`src/rtl/div_unit_if.sv`:
```
// Divider request/result bundle between the execute stage (master) and div_unit (slave).
// The request holds while the divider stalls the pipeline; results come back as a one-cycle valid pulse.
interface div_unit_if #(
  parameter int WIDTH = 32
);
  logic             start;
  logic             signed_div;
  logic             cancel;
  logic [WIDTH-1:0] a;
  logic [WIDTH-1:0] b;
  logic             div_stall;
  logic             result_valid;
  logic [WIDTH-1:0] result_hi;
  logic [WIDTH-1:0] result_lo;

  modport master (
    output start, signed_div, cancel, a, b,
    input  div_stall, result_valid, result_hi, result_lo
  );

  modport slave (
    input  start, signed_div, cancel, a, b,
    output div_stall, result_valid, result_hi, result_lo
  );
endinterface

```
`src/rtl/div_unit.sv`:
```
// Bit-serial restoring divider (DIV/DIVU): quotient to LO, remainder to HI; WIDTH+1 stall cycles, or 1 on divide-by-zero.
// No backpressure on results: result_valid pulses for one cycle, and div_stall freezes the pipeline while busy.
module div_unit #(
  parameter int WIDTH = 32
) (
  input  logic     clk,
  input  logic     rst,
  div_unit_if.slave bus
);
  localparam int CNT_W = (WIDTH > 1) ? $clog2(WIDTH) : 1;

  typedef enum logic [1:0] {IDLE, BUSY, DONE} state_t;

  state_t           state, stateNext;
  logic [WIDTH-1:0] remReg, remNext;
  logic [WIDTH-1:0] quotReg, quotNext;
  logic [WIDTH-1:0] divisorReg, divisorNext;
  logic [WIDTH-1:0] hiReg, hiNext;
  logic [WIDTH-1:0] loReg, loNext;
  logic [CNT_W-1:0] cnt, cntNext;
  logic             negQuot, negQuotNext;
  logic             negRem, negRemNext;

  logic             accept;
  logic             lastIter;
  logic [WIDTH-1:0] absA, absB;
  logic [WIDTH:0]   remWide, trial;
  logic [WIDTH-1:0] stepRem, stepQuot;

  assign accept   = (state == IDLE) && bus.start && !bus.cancel;
  assign lastIter = (cnt == CNT_W'(WIDTH - 1));

  // Magnitudes wrap mod 2^WIDTH, so the most negative value stays as its unsigned bit pattern.
  always_comb begin
    absA = (bus.signed_div && bus.a[WIDTH-1]) ? -bus.a : bus.a;
    absB = (bus.signed_div && bus.b[WIDTH-1]) ? -bus.b : bus.b;
  end

  // One restoring step; the shifted remainder needs WIDTH+1 bits since the divisor may use all WIDTH bits.
  always_comb begin
    remWide = {remReg, quotReg[WIDTH-1]};
    trial   = remWide - {1'b0, divisorReg};
    if (!trial[WIDTH]) begin
      stepRem  = trial[WIDTH-1:0];
      stepQuot = {quotReg[WIDTH-2:0], 1'b1};
    end else begin
      stepRem  = remWide[WIDTH-1:0];
      stepQuot = {quotReg[WIDTH-2:0], 1'b0};
    end
  end

  always_ff @(posedge clk) begin
    if (rst) begin
      state <= IDLE;
    end else begin
      state <= stateNext;
    end
  end

  always_comb begin
    stateNext   = state;
    remNext     = remReg;
    quotNext    = quotReg;
    divisorNext = divisorReg;
    hiNext      = hiReg;
    loNext      = loReg;
    cntNext     = cnt;
    negQuotNext = negQuot;
    negRemNext  = negRem;

    unique case (state)
      IDLE: begin
        if (accept) begin
          negQuotNext = bus.signed_div && (bus.a[WIDTH-1] ^ bus.b[WIDTH-1]);
          negRemNext  = bus.signed_div && bus.a[WIDTH-1];
          divisorNext = absB;
          if (bus.b == '0) begin
            stateNext = DONE;
            loNext    = '1;
            hiNext    = bus.a;
          end else begin
            stateNext = BUSY;
            cntNext   = '0;
            remNext   = '0;
            quotNext  = absA;
          end
        end
      end
      BUSY: begin
        if (bus.cancel) begin
          stateNext = IDLE;
        end else begin
          remNext  = stepRem;
          quotNext = stepQuot;
          cntNext  = cnt + CNT_W'(1);
          if (lastIter) begin
            stateNext = DONE;
            loNext    = negQuot ? -stepQuot : stepQuot;
            hiNext    = negRem  ? -stepRem  : stepRem;
          end
        end
      end
      DONE: begin
        // The instruction that started this op may still hold start high here; it must not restart.
        stateNext = IDLE;
      end
      default: stateNext = IDLE;
    endcase
  end

  always_ff @(posedge clk) begin
    if (rst) begin
      remReg     <= '0;
      quotReg    <= '0;
      divisorReg <= '0;
      hiReg      <= '0;
      loReg      <= '0;
      cnt        <= '0;
      negQuot    <= 1'b0;
      negRem     <= 1'b0;
    end else begin
      remReg     <= remNext;
      quotReg    <= quotNext;
      divisorReg <= divisorNext;
      hiReg      <= hiNext;
      loReg      <= loNext;
      cnt        <= cntNext;
      negQuot    <= negQuotNext;
      negRem     <= negRemNext;
    end
  end

  assign bus.div_stall    = accept || ((state == BUSY) && !bus.cancel);
  assign bus.result_valid = (state == DONE);
  assign bus.result_hi    = hiReg;
  assign bus.result_lo    = loReg;
endmodule

```
`src/flat_wrapper.sv`:
```
// flat-port wrapper written by rule: the top's interface ports become plain ports
module div_unit_flat 
#(
  parameter int WIDTH = 32
)
  (clk, rst, bus_start, bus_signed_div, bus_cancel, bus_a, bus_b, bus_div_stall, bus_result_valid, bus_result_hi, bus_result_lo);
  div_unit_if #(.WIDTH(WIDTH)) bus_i ();
  input  logic clk;
  input  logic rst;
  input wire logic [$bits(bus_i.start)-1:0] bus_start;
  input wire logic [$bits(bus_i.signed_div)-1:0] bus_signed_div;
  input wire logic [$bits(bus_i.cancel)-1:0] bus_cancel;
  input wire logic [$bits(bus_i.a)-1:0] bus_a;
  input wire logic [$bits(bus_i.b)-1:0] bus_b;
  output wire logic [$bits(bus_i.div_stall)-1:0] bus_div_stall;
  output wire logic [$bits(bus_i.result_valid)-1:0] bus_result_valid;
  output wire logic [$bits(bus_i.result_hi)-1:0] bus_result_hi;
  output wire logic [$bits(bus_i.result_lo)-1:0] bus_result_lo;
  assign bus_i.start = bus_start;
  assign bus_i.signed_div = bus_signed_div;
  assign bus_i.cancel = bus_cancel;
  assign bus_i.a = bus_a;
  assign bus_i.b = bus_b;
  assign bus_div_stall = bus_i.div_stall;
  assign bus_result_valid = bus_i.result_valid;
  assign bus_result_hi = bus_i.result_hi;
  assign bus_result_lo = bus_i.result_lo;
  div_unit #(.WIDTH(WIDTH)) u_core (.clk(clk), .rst(rst), .bus(bus_i));
endmodule
```
`config.mk`:
```
export PLATFORM = sky130hd
export DESIGN_NAME = div_unit_flat
export DESIGN_NICKNAME = d
export VERILOG_FILES = /design/src/rtl/div_unit_if.sv /design/src/rtl/div_unit.sv /design/src/flat_wrapper.sv
export SDC_FILE = /design/constraint.sdc
export NUM_CORES = 1
export LEC_CHECK = 0
export ABC_CLOCK_PERIOD_IN_PS = 14150
export BUFFER_PORTS_ARGS = -buffer_cell sky130_fd_sc_hd__buf_4
export CAP_MARGIN = 20
export CORE_ASPECT_RATIO = 2
export CORE_MARGIN = 8
export CORE_UTILIZATION = 50
export CTS_BUF_LIST = sky130_fd_sc_hd__clkbuf_8
export DETAILED_ROUTE_END_ITERATION = 12
export PLACE_DENSITY_LB_ADDON = 0.1
export SLEW_MARGIN = 20
export SYNTH_ARGS = -nofsm -noshare
export SYNTH_HDL_FRONTEND = slang
export SYNTH_SLANG_ARGS = --single-unit
```
`constraint.sdc`:
```
create_clock -name clk -period 14.15 [get_ports clk]
set_input_delay 1.415 -clock clk [delete_from_list [all_inputs] [get_ports clk]]
set_output_delay 1.415 -clock clk [all_outputs]
set_load 0.01 [all_outputs]
```
==> results of run 1 <==
-- sequential cells by signal (all words and copies together) (netlist names) --
name	cells
u_core.bus.result_hi	32
u_core.negRem	1
u_core.divisorReg	32
u_core.quotReg	32
u_core.negQuot	1
u_core.remReg	32
u_core.state	2
u_core.cnt	5
u_core.bus.result_lo	32
-- critical path: stages (launching register included) --
cell and delay (ns):
dfxtp_1 0.37, inv_1 0.07, ha_1 0.21, fa_1 0.42, nand2b_1 0.21, a211oi_2 0.45, o2111ai_2 0.28, a2111oi_4 0.49
o21a_2 0.32, nor2_2 0.06, buf_4 0.27, inv_2 0.08, buf_4 0.41, nor2_1 0.07, a21oi_1 0.24, ha_1 0.22
inv_1 0.07, nor3b_1 0.56, a32oi_1 0.34, a2111o_1 0.51, o41ai_1 0.42, xor2_1 0.12, a221oi_1 0.26
-- synthesized netlist by cell type (6+ instances only) --
cell type / number
xor2_1: 61
a221oi_1: 8
nand3_1: 27
nand3b_1: 7
mux2i_1: 10
inv_1: 51
or4_1: 13
nor2b_1: 9
ha_1: 38
dfxtp_1: 169
and2_1: 15
o31ai_1: 37
a21o_1: 13
nand2_1: 129
or3_1: 19
a31oi_1: 22
a22oi_1: 26
o41ai_1: 11
and3_1: 15
nor4_1: 18
a21oi_1: 132
clkbuf_1: 103
nor2_1: 260
or2_2: 6
xnor2_1: 57
o21ai_1: 9
o21ai_0: 66
buf_2: 6
a311oi_1: 28
nand4_1: 8
nand2b_1: 8
a211oi_1: 75
nor3_1: 45
-- worst paths after layout --
kind | start | to | slack (ns) | depth (start not counted)
min reg2reg | u_core.divisorReg[31]$_SDFFE_PP0P_ | u_core.divisorReg[31]$_SDFFE_PP0P_ | 0.47 | 2
max | u_core.quotReg[31]$_SDFFE_PP0P_ | u_core.bus.result_hi[28]$_SDFFE_PP0P_ | 7.56 | 22
min | u_core.divisorReg[31]$_SDFFE_PP0P_ | u_core.divisorReg[31]$_SDFFE_PP0P_ | 0.47 | 2
max reg2reg | u_core.quotReg[31]$_SDFFE_PP0P_ | u_core.bus.result_hi[28]$_SDFFE_PP0P_ | 7.56 | 22
-- metrics by stage --
step / hold slack [ns] / utilization [%] / total power [mW] / worst slack [ns]
2_1_floorplan: 0.432 / - / 0.716 / 8.70
3_3_place_gp: 0.449 / 55.7 / 0.797 / 7.90
3_5_place_dp: 0.454 / 55.7 / 0.800 / 7.65
4_1_cts: 0.465 / 57.3 / 1.14 / 7.61
5_1_grt: 0.479 / 57.3 / 1.19 / 7.13
6_report: 0.469 / 57.3 / 1.14 / 7.56
-- placed cells by master, fill, tap and decap left out, drive strengths merged, types with 19 or more instances in the layout --
cell      n
a211oi   76
a21oi   133
a22oi    27
a311oi   28
a31oi    22
buf     152
clkbuf   19
dfxtp   169
ha       38
inv      54
nand2   129
nand3    28
nor2    261
nor3     45
o21ai    76
o31ai    37
or3      19
xnor2    57
xor2     61
-- report_power, final --
group,switching [mW],leakage [nW],internal [mW]
Clock,0.184,0.195,0.161
Combinational,0.182,3.72,0.105
Sequential,0.0151,1.37,0.490
Total,0.382,5.28,0.756
-- kinds of logic (layout without fill, tap and decap cells) --
kind of cell | count (synthesis) | after routing | synth area share (%)
multiplexers | 15 | 15 | 1.35
AO/OA/AOI/OAI | 496 | 496 | 28.4
adder cells (fa/ha/maj) | 39 | 39 | 4.18
other | 0 | 1 | 0
flip-flops | 169 | 169 | 28.6
buffers and inverters | 166 | 234 | 5.45
XOR/XNOR | 118 | 118 | 8.73
AND/OR/NAND/NOR | 599 | 599 | 23.3
-- routing by layer --
metal	routed length [µm]	GRT usage [%]	vias to the layer above
li1	-	-	5920
met1	14000	24.5	5611
met2	19700	47.1	294
met3	1420	4.20	74
met4	1430	12.8	0
met5	0	0	-
-- layout make-up --
type | count | share of cell area (%)
well taps | 283 | 2.66
flip-flops and latches | 169 | 25.4
inverters | 52 | 1.47
diodes | 1 | 0.0188
multi-input cells | 1267 | 59.1
clock buffers | 19 | 1.97
clock inverters | 11 | 0.809
repair buffers | 152 | 8.58
==> summary.md, run 1 <==
| Metric | Value |
|---|---|
| CTS-repair resized insts | `0` |
| Mapped cell area | `0.0118 mm²` |
| First-pass GRT wire length | `58,300 µm` |
| Pin slew with the least headroom to its limit | `0.997 ns` |
| Overall routing resource usage | `24.5%` |
| Area Growth Syn to Fin | `12.4%` |
| Synthesis Warnings | `0` |
| Dpl cell area | `0.0129 mm²` |
| FFs w/ async S/R, synth | `0%` |
| Initial drt markers | `828` |
| Top cells by area, synth | `dfxtp_1 (29%), nor2_1 (8.2%), a21oi_1 (5.6%), a211oi_1 (4.8%), xor2_1 (4.5%)` |
| Final HPWL DP | `27,900 µm` |
| Max-Cap Viols | `0` |
| Die H | `234 µm` |
| EDFF count, synth | `0` |
| Setup Buffers After CTS | `0` |
| CTS Hold Bufs | `0` |
| Die footprint | `0.0292 mm²` |
| Worst Path Arrival | `6.99 ns` |
| Final GP Congestion | `0.964` |
| PwrDens | `85.5 mW/mm²` |
| DRC viols | `0` |
| Fillers | `2,305` |
| Hold Crit Class | `reg2reg` |
| Overflow left after global routing | `0` |
| Vias in the first global route | `11,400` |
| Maximum clock path buffer count | `2` |
| Via Count | `11,900` |
| Ys flop type | `dfxtp_1` |
| Rows | `79` |
| Fin. max-slew vios | `0` |
| Drt first pass iters | `5` |
| Final setup violation count | `0` |
| Peak fanout along the critical path | `45` |
| Worst-path clk slew | `0.09 ns` |
| FMAX | `0.152 GHz` |
| Cell area after layout | `0.0133 mm²` |
| Routed Antenna Nets | `0` |
| Leak | `5.28 nW` |
| Die Wd | `125 µm` |
| Post-synthesis average cell area | `7.39 µm²` |
| WP data required | `14.56 ns` |
| Minimum clock period | `6.59 ns` |
| Hold Violations, Final | `0` |
| Fin crit share | `46.6%` |
| Seq cells post-synth | `169` |
| Yosys cell types | `83` |
| H-tree depth | `4` |
| Clock sink count | `169` |
| Critical path endpoint category | `flip-flop` |
| Number of top-level pins | `135` |
| Slew headroom | `33.6%` |
| Synth Net Count | `1,710` |
| Root Buffer | `clkbuf_8` |
| Largest net degree at the start of global routing | `87` |
| CTS tree | `yes` |
| Initial Utilization | `51.0%` |
| Setup Skew | `0.0190 ns` |
| Outcome | `finished clean` |
| Wire per inst | `18.7 µm` |
| Syn Inst Count | `1,602` |
| Fin nets | `1,767` |
| Area share of the largest cell type after synthesis | `28.6%` |
| Drt total wl | `36,600 µm` |
| Buffers on Ports | `134` |
| Critical path type | `reg2reg` |
| Area of the multi-input gates | `0.00786 mm²` |
| Cts bufs inserted | `17` |
| Initial antenna violation count | `1` |
| Area taken by flip-flops and latches | `0.00338 mm²` |
| Core area | `0.0232 mm²` |
| Sequential element share of the synthesized area | `28.6%` |
| Final TNS setup | `0 ns` |
| Final std cells w/o fill | `1,954` |
| Yosys top cell by area | `dfxtp_1` |
| Unrepaired setup endpoints after global routing | `false` |
| Share of post-route cells with drive strength above 1 | `13.0%` |
| Worst VDD drop | `0.0000767 V` |
| Via density | `6.09` |
| Worst Setup Start Kind | `flip-flop` |
| Placed cells | `1,923` |
| Clk Latency, worst-skew pair | `0.52 ns` |
No activity file was read; power rests on OpenSTA's default activity.
==> run 2, diff against run 1 <==
--- a/config.mk
+++ b/config.mk
@@ -5,7 +5,8 @@
 export SDC_FILE = /design/constraint.sdc
 export NUM_CORES = 1
 export LEC_CHECK = 0
-export ABC_CLOCK_PERIOD_IN_PS = 14150
+export ABC_AREA = 1
+export ABC_CLOCK_PERIOD_IN_PS = 6200
 export BUFFER_PORTS_ARGS = -buffer_cell sky130_fd_sc_hd__buf_4
 export CAP_MARGIN = 20
 export CORE_ASPECT_RATIO = 2
==> constraint.sdc (replaced) <==
create_clock -name clk -period 6.2 [get_ports clk]
set_input_delay 0.62 -clock clk [delete_from_list [all_inputs] [get_ports clk]]
set_output_delay 0.62 -clock clk [all_outputs]
set_load 0.01 [all_outputs]
==> summary.md, run 2 <==
| Metric | Value |
|---|---|
| Outcome | `finished clean` |
| Unrepaired setup endpoints after global routing | `false` |
| Ant diodes | `0` |
| Worst-path clk slew | `0.10 ns` |
| Sequential element share of the synthesized area | `26.3%` |
| Most common cell in the synthesized netlist | `nand2_1` |
| Wire per inst | `16.6 µm` |
| Dpl cell area | `0.0140 mm²` |
| Slowest CP cell | `fa_1` |
| Register share of total power | `38.9%` |
| Area Growth Syn to Fin | `12.2%` |
| Mapped cell area | `0.0128 mm²` |
| WP data required | `6.66 ns` |
| Die footprint | `0.0314 mm²` |
| Worst Path Arrival | `5.14 ns` |
| CTS-repair resized insts | `0` |
| DRC viols | `0` |
| Leak | `7.12 nW` |
| EDFF count, synth | `0` |
| Final GP Congestion | `0.959` |
| Ys flop type | `dfxtp_1` |
| Worst path max stage delay | `0.40 ns` |
| Critical path endpoint category | `flip-flop` |
| Pin slew with the least headroom to its limit | `1.00 ns` |
| Overflow left after global routing | `0` |
| Drt first pass iters | `8` |
| Final Core Density | `56.6%` |
| Hold Crit Class | `in2reg` |
| Top cells by area, synth | `dfxtp_1 (26%), nand2_1 (16%), inv_1 (7.7%), o21ai_0 (7.6%), a21oi_1 (6.9%)` |
| Die H | `243 µm` |
| Synth top cells by count | `nand2_1 (534), inv_1 (264), o21ai_0 (196), a21oi_1 (178), nor2_1 (172)` |
| Drt total wl | `41,800 µm` |
| Buffers on Ports | `134` |
| R2R Setup Slk | `1.52 ns` |
| Cts bufs inserted | `17` |
| Initial drt markers | `1,130` |
| Switch Pwr | `1.15 mW` |
| FFs w/ async S/R, synth | `0%` |
| Fin. max-slew vios | `0` |
| Post-synthesis average cell area | `6.19 µm²` |
| Fraction of power spent switching nets | `37.8%` |
| Clk Latency, worst-skew pair | `0.52 ns` |
| Slew headroom | `33.0%` |
| Via density | `5.43` |
| Core area | `0.0254 mm²` |
| CTS tree | `yes` |
| Routed Antenna Nets | `0` |
| Synth Net Count | `2,183` |
| Share of post-route cells with drive strength above 1 | `13.3%` |
| Setup Buffers After CTS | `0` |
| Final setup violation count | `0` |
| Final TNS setup | `0 ns` |
| CTS Hold Bufs | `0` |
| Fin nets | `2,263` |
| Area share of the largest cell type after synthesis | `26.3%` |
| Peak fanout along the critical path | `40` |
| Internal power | `1.89 mW` |
| Overall routing resource usage | `26.8%` |
| Root Buffer | `clkbuf_8` |
| Vias in the first global route | `12,700` |
| Syn Inst Count | `2,075` |
| Clock sink count | `169` |
| Minimum clock period | `4.68 ns` |
| Synthesis Warnings | `0` |
| Largest net degree at the start of global routing | `85` |
| FMAX | `0.214 GHz` |
| Critical path type | `reg2reg` |
| Die Wd | `129 µm` |
| Initial Utilization | `50.5%` |
| Yosys top cell by area | `dfxtp_1` |
| Rows | `83` |
| First-pass GRT wire length | `66,200 µm` |
| Initial antenna violation count | `0` |
| PwrDens | `210 mW/mm²` |
| Commonest non-fill, non-tap cell in the layout | `nand2_1` |
| Number of top-level pins | `135` |
| Highest-count cells in the layout ignoring fill and taps | `nand2_1 (533), inv_1 (263), o21ai_0 (196)` |
| Worst Setup Start Kind | `flip-flop` |
| Placed cells | `2,476` |
| Final std cells w/o fill | `2,508` |
| Yosys cell types | `61` |
| Maximum clock path buffer count | `2` |
| Worst VDD drop | `0.000152 V` |
| Comb power frac | `31.8%` |
| Overall Power | `3.03 mW` |
| Seq cells post-synth | `169` |
| Most used cell, CP | `nand2_4` |
| Setup Skew | `0.0183 ns` |
| Fin crit share | `75.5%` |
| Cell area after layout | `0.0144 mm²` |
| Hold Violations, Final | `0` |
| Via Count | `13,600` |
| Final HPWL DP | `32,600 µm` |
| Max-Cap Viols | `0` |
| H-tree depth | `4` |
| Clk pwr share | `29.3%` |
==> run 2: stage by stage <==
step	setup WS [ns]	hold WS [ns]
2_1_floorplan	2.20	0.444
3_3_place_gp	1.75	0.455
3_5_place_dp	1.58	0.456
4_1_cts	1.57	0.382
5_1_grt	0.884	0.411
6_report	1.52	0.401
==> run 2: final timing paths <==
kind,cells past startpoint,endpoint,from
hold / removal,3,u_core.divisorReg[0]$_SDFFE_PP0P_,bus_b[0]
setup reg to reg,29,u_core.bus.result_lo[30]$_SDFFE_PP0P_,u_core.quotReg[31]$_SDFFE_PP0P_
setup / recovery,29,u_core.bus.result_lo[30]$_SDFFE_PP0P_,u_core.quotReg[31]$_SDFFE_PP0P_
hold reg to reg,2,u_core.divisorReg[31]$_SDFFE_PP0P_,u_core.divisorReg[31]$_SDFFE_PP0P_
==> run 2: layout make-up <==
type                            instances  area (µm²)
Clock buffer                           20         275
Clock inverter                         12         161
Fill cell                            2685       11000
Inverter                              278        1040
Multi-Input combinational cell       1544        8030
Sequential cell                       169        3380
Tap cell                              340         425
Timing Repair Buffer                  145        1090
==> run 2: cell families after synthesis <==
group,synth area share [%]
and+or+nand+nor,33.5
AOI/OAI and AO/OA,21.6
adders and majority gates,3.86
DFF,26.3
muxes,0.234
buffers and inverters,11.2
xor gates and xnor gates,3.27
==> run 2: power by group through the flow <==
stage	combinational (mW)	clock [mW]	sequential [mW]
5_1_grt	1.08	0.943	1.19
2_1_floorplan	0.686	0	1.20
6_report	0.964	0.887	1.18
3_5_place_dp	0.951	0	1.20
4_1_cts	0.956	0.898	1.18
3_3_place_gp	0.946	0	1.20
==> run 2: per-layer routing <==
| metal | vias to the layer above | global-route usage, % | routed length, µm |
|---|---|---|---|
| li1 | 6969 | - | - |
| met1 | 6191 | 32.7 | 17600 |
| met2 | 372 | 45.1 | 20500 |
| met3 | 81 | 4.13 | 2110 |
| met4 | 0 | 11.3 | 1560 |
| met5 | - | 0 | 0 |
==> run 2: critical path: cells and delay by family, from the launching register on <==
kind	cells	cell delay (ns)
AND/OR/NAND/NOR	19	2.74
adder cells (fa/ha/maj)	3	0.86
AO/OA/AOI/OAI	3	0.41
flip-flops	1	0.34
buffers and inverters	4	0.27
==> run 3, diff against run 2 <==
--- a/config.mk
+++ b/config.mk
@@ -5,8 +5,8 @@
 export SDC_FILE = /design/constraint.sdc
 export NUM_CORES = 1
 export LEC_CHECK = 0
-export ABC_AREA = 1
-export ABC_CLOCK_PERIOD_IN_PS = 6200
+export ABC_AREA = 0
+export ABC_CLOCK_PERIOD_IN_PS = 4800
 export BUFFER_PORTS_ARGS = -buffer_cell sky130_fd_sc_hd__buf_4
 export CAP_MARGIN = 20
 export CORE_ASPECT_RATIO = 2
==> constraint.sdc (replaced) <==
create_clock -name clk -period 4.8 [get_ports clk]
set_input_delay 0.48 -clock clk [delete_from_list [all_inputs] [get_ports clk]]
set_output_delay 0.48 -clock clk [all_outputs]
set_load 0.01 [all_outputs]
==> summary.md, run 3 (synthesized netlist as in run 1, its figures left out) <==
| Metric | Value |
|---|---|
| Outcome | `finished clean` |
| Slew headroom | `27.2%` |
| Core area | `0.0232 mm²` |
| Die Wd | `125 µm` |
| Max-Cap Viols | `0` |
| Minimum clock period | `4.68 ns` |
| Die H | `234 µm` |
| Area of the multi-input gates | `0.00800 mm²` |
| Clock sink count | `169` |
| Maximum clock path buffer count | `2` |
| Peak fanout along the critical path | `6` |
| Final setup violation count | `0` |
| Worst-path clk slew | `0.09 ns` |
| CTS Hold Bufs | `0` |
| Via density | `6.00` |
| Area taken by flip-flops and latches | `0.00338 mm²` |
| Drt first pass iters | `6` |
| Clk Latency, worst-skew pair | `0.51 ns` |
| Cts bufs inserted | `17` |
| Setup Skew | `0.0167 ns` |
| Rows | `79` |
| Largest net degree at the start of global routing | `171` |
| Worst setup margin | `0.118 ns` |
| Drt total wl | `37,500 µm` |
| CTS tree | `yes` |
| Initial Utilization | `51.0%` |
| Dpl ws | `0.0590 ns` |
| Leak | `5.57 nW` |
| Initial antenna violation count | `1` |
| Worst Setup Start Kind | `flip-flop` |
| Number of top-level pins | `135` |
| Vias in the first global route | `11,700` |
| Worst VDD drop | `0.000235 V` |
| WP data required | `5.22 ns` |
| Critical path endpoint category | `flip-flop` |
| H-tree depth | `4` |
| Overflow left after global routing | `0` |
| Area Growth Syn to Fin | `17.4%` |
| DRC viols | `0` |
| Fin. max-slew vios | `0` |
| PwrDens | `249 mW/mm²` |
| Overall routing resource usage | `24.8%` |
| Final GP Congestion | `0.961` |
| Unrepaired setup endpoints after global routing | `true` |
| Critical path type | `reg2reg` |
| Final Core Density | `59.8%` |
| Fin crit share | `97.5%` |
| Final TNS setup | `0 ns` |
| Final HPWL DP | `28,500 µm` |
| Routed Antenna Nets | `0` |
| Commonest non-fill, non-tap cell in the layout | `nor2_1` |
| Root Buffer | `clkbuf_8` |
| Highest-count cells in the layout ignoring fill and taps | `nor2_1 (255), buf_4 (200), dfxtp_1 (168)` |
| Fin nets | `1,819` |
| Die footprint | `0.0292 mm²` |
| First-pass GRT wire length | `58,900 µm` |
| Buffers on Ports | `134` |
| Hold Violations, Final | `0` |
| Initial drt markers | `738` |
| FMAX | `0.214 GHz` |
| Via Count | `12,000` |
| Worst Path Arrival | `5.10 ns` |
| Hold Crit Class | `in2reg` |
| Share of post-route cells with drive strength above 1 | `17.0%` |
| Pin slew with the least headroom to its limit | `1.09 ns` |
| Wire per inst | `18.7 µm` |
| Fillers | `2,286` |
==> run 3: per-stage QoR <==
step | cells | hold WS [ns] | area [µm²] | power [mW]
2_1_floorplan | 1602 | 0.432 | 11900 | 2.12
3_3_place_gp | 1967 | 0.439 | 13300 | 2.41
3_5_place_dp | 1967 | 0.458 | 13300 | 2.42
4_1_cts | 1998 | 0.229 | 13700 | 3.44
5_1_grt | 2007 | 0.259 | 13900 | 3.62
6_report | 2007 | 0.253 | 13900 | 3.46
==> run 3: worst max-delay path, stage by stage, from the launching register on <==
cell and delay, ns:
dfxtp_2 0.34, inv_2 0.05, ha_4 0.16, fa_2 0.37, nand2b_4 0.16, a211oi_4 0.26
o2111ai_2 0.20, a2111oi_4 0.46, nor3_1 0.17, nor2_4 0.16, inv_4 0.08, a21oi_2 0.18
ha_2 0.21, inv_2 0.05, nor2_2 0.07, nor4b_4 0.24, and3_1 0.21, a32oi_2 0.08
a2111o_1 0.51, o41ai_2 0.26, xor2_1 0.10, a221oi_1 0.24
==> run 3: report_power, final <==
group	total [mW]	switching, mW	internal (mW)
clock	1.04	0.545	0.490
sequential	1.49	0.0476	1.45
combinational	0.934	0.566	0.368
total	3.46	1.16	2.30
==> run 3: path summary, 6_finish.rpt <==
path	from	end	slack (ns)	depth (start not counted)
hold reg to reg	u_core.divisorReg[30]$_SDFFE_PP0P_	u_core.divisorReg[30]$_SDFFE_PP0P_	0.46	2
setup reg to reg	u_core.quotReg[31]$_SDFFE_PP0P_	u_core.bus.result_hi[28]$_SDFFE_PP0P_	0.12	21
hold / removal	bus_b[1]	u_core.divisorReg[1]$_SDFFE_PP0P_	0.25	3
setup / recovery	u_core.quotReg[31]$_SDFFE_PP0P_	u_core.bus.result_hi[28]$_SDFFE_PP0P_	0.12	21
==> run 3: routing by layer <==
metal  up-vias  global-route usage [%]  part of all wire [%]
li1       6035                       -                     -
met1      5579                    24.2                    38
met2       336                    48.3                    54
met4         0                    13.8                   4.5
met3        86                    4.00                   3.7
met5         -                       0                     0
==> run 3: area by class of cell <==
type	count	share of cell area [%]
clock inverter	11	0.765
tap	283	2.55
clock buffer	20	1.98
timing repair buffer	204	11.3
multi-input combinational	1267	57.6
inverter	52	1.42
antenna	1	0.0180
sequential	169	24.4
==> run 3: repair_timing <==
item	4_1_cts	5_1_grt
endpoints found under the setup margin	0	9
buffers inserted	0	8
gates resized for setup	0	29
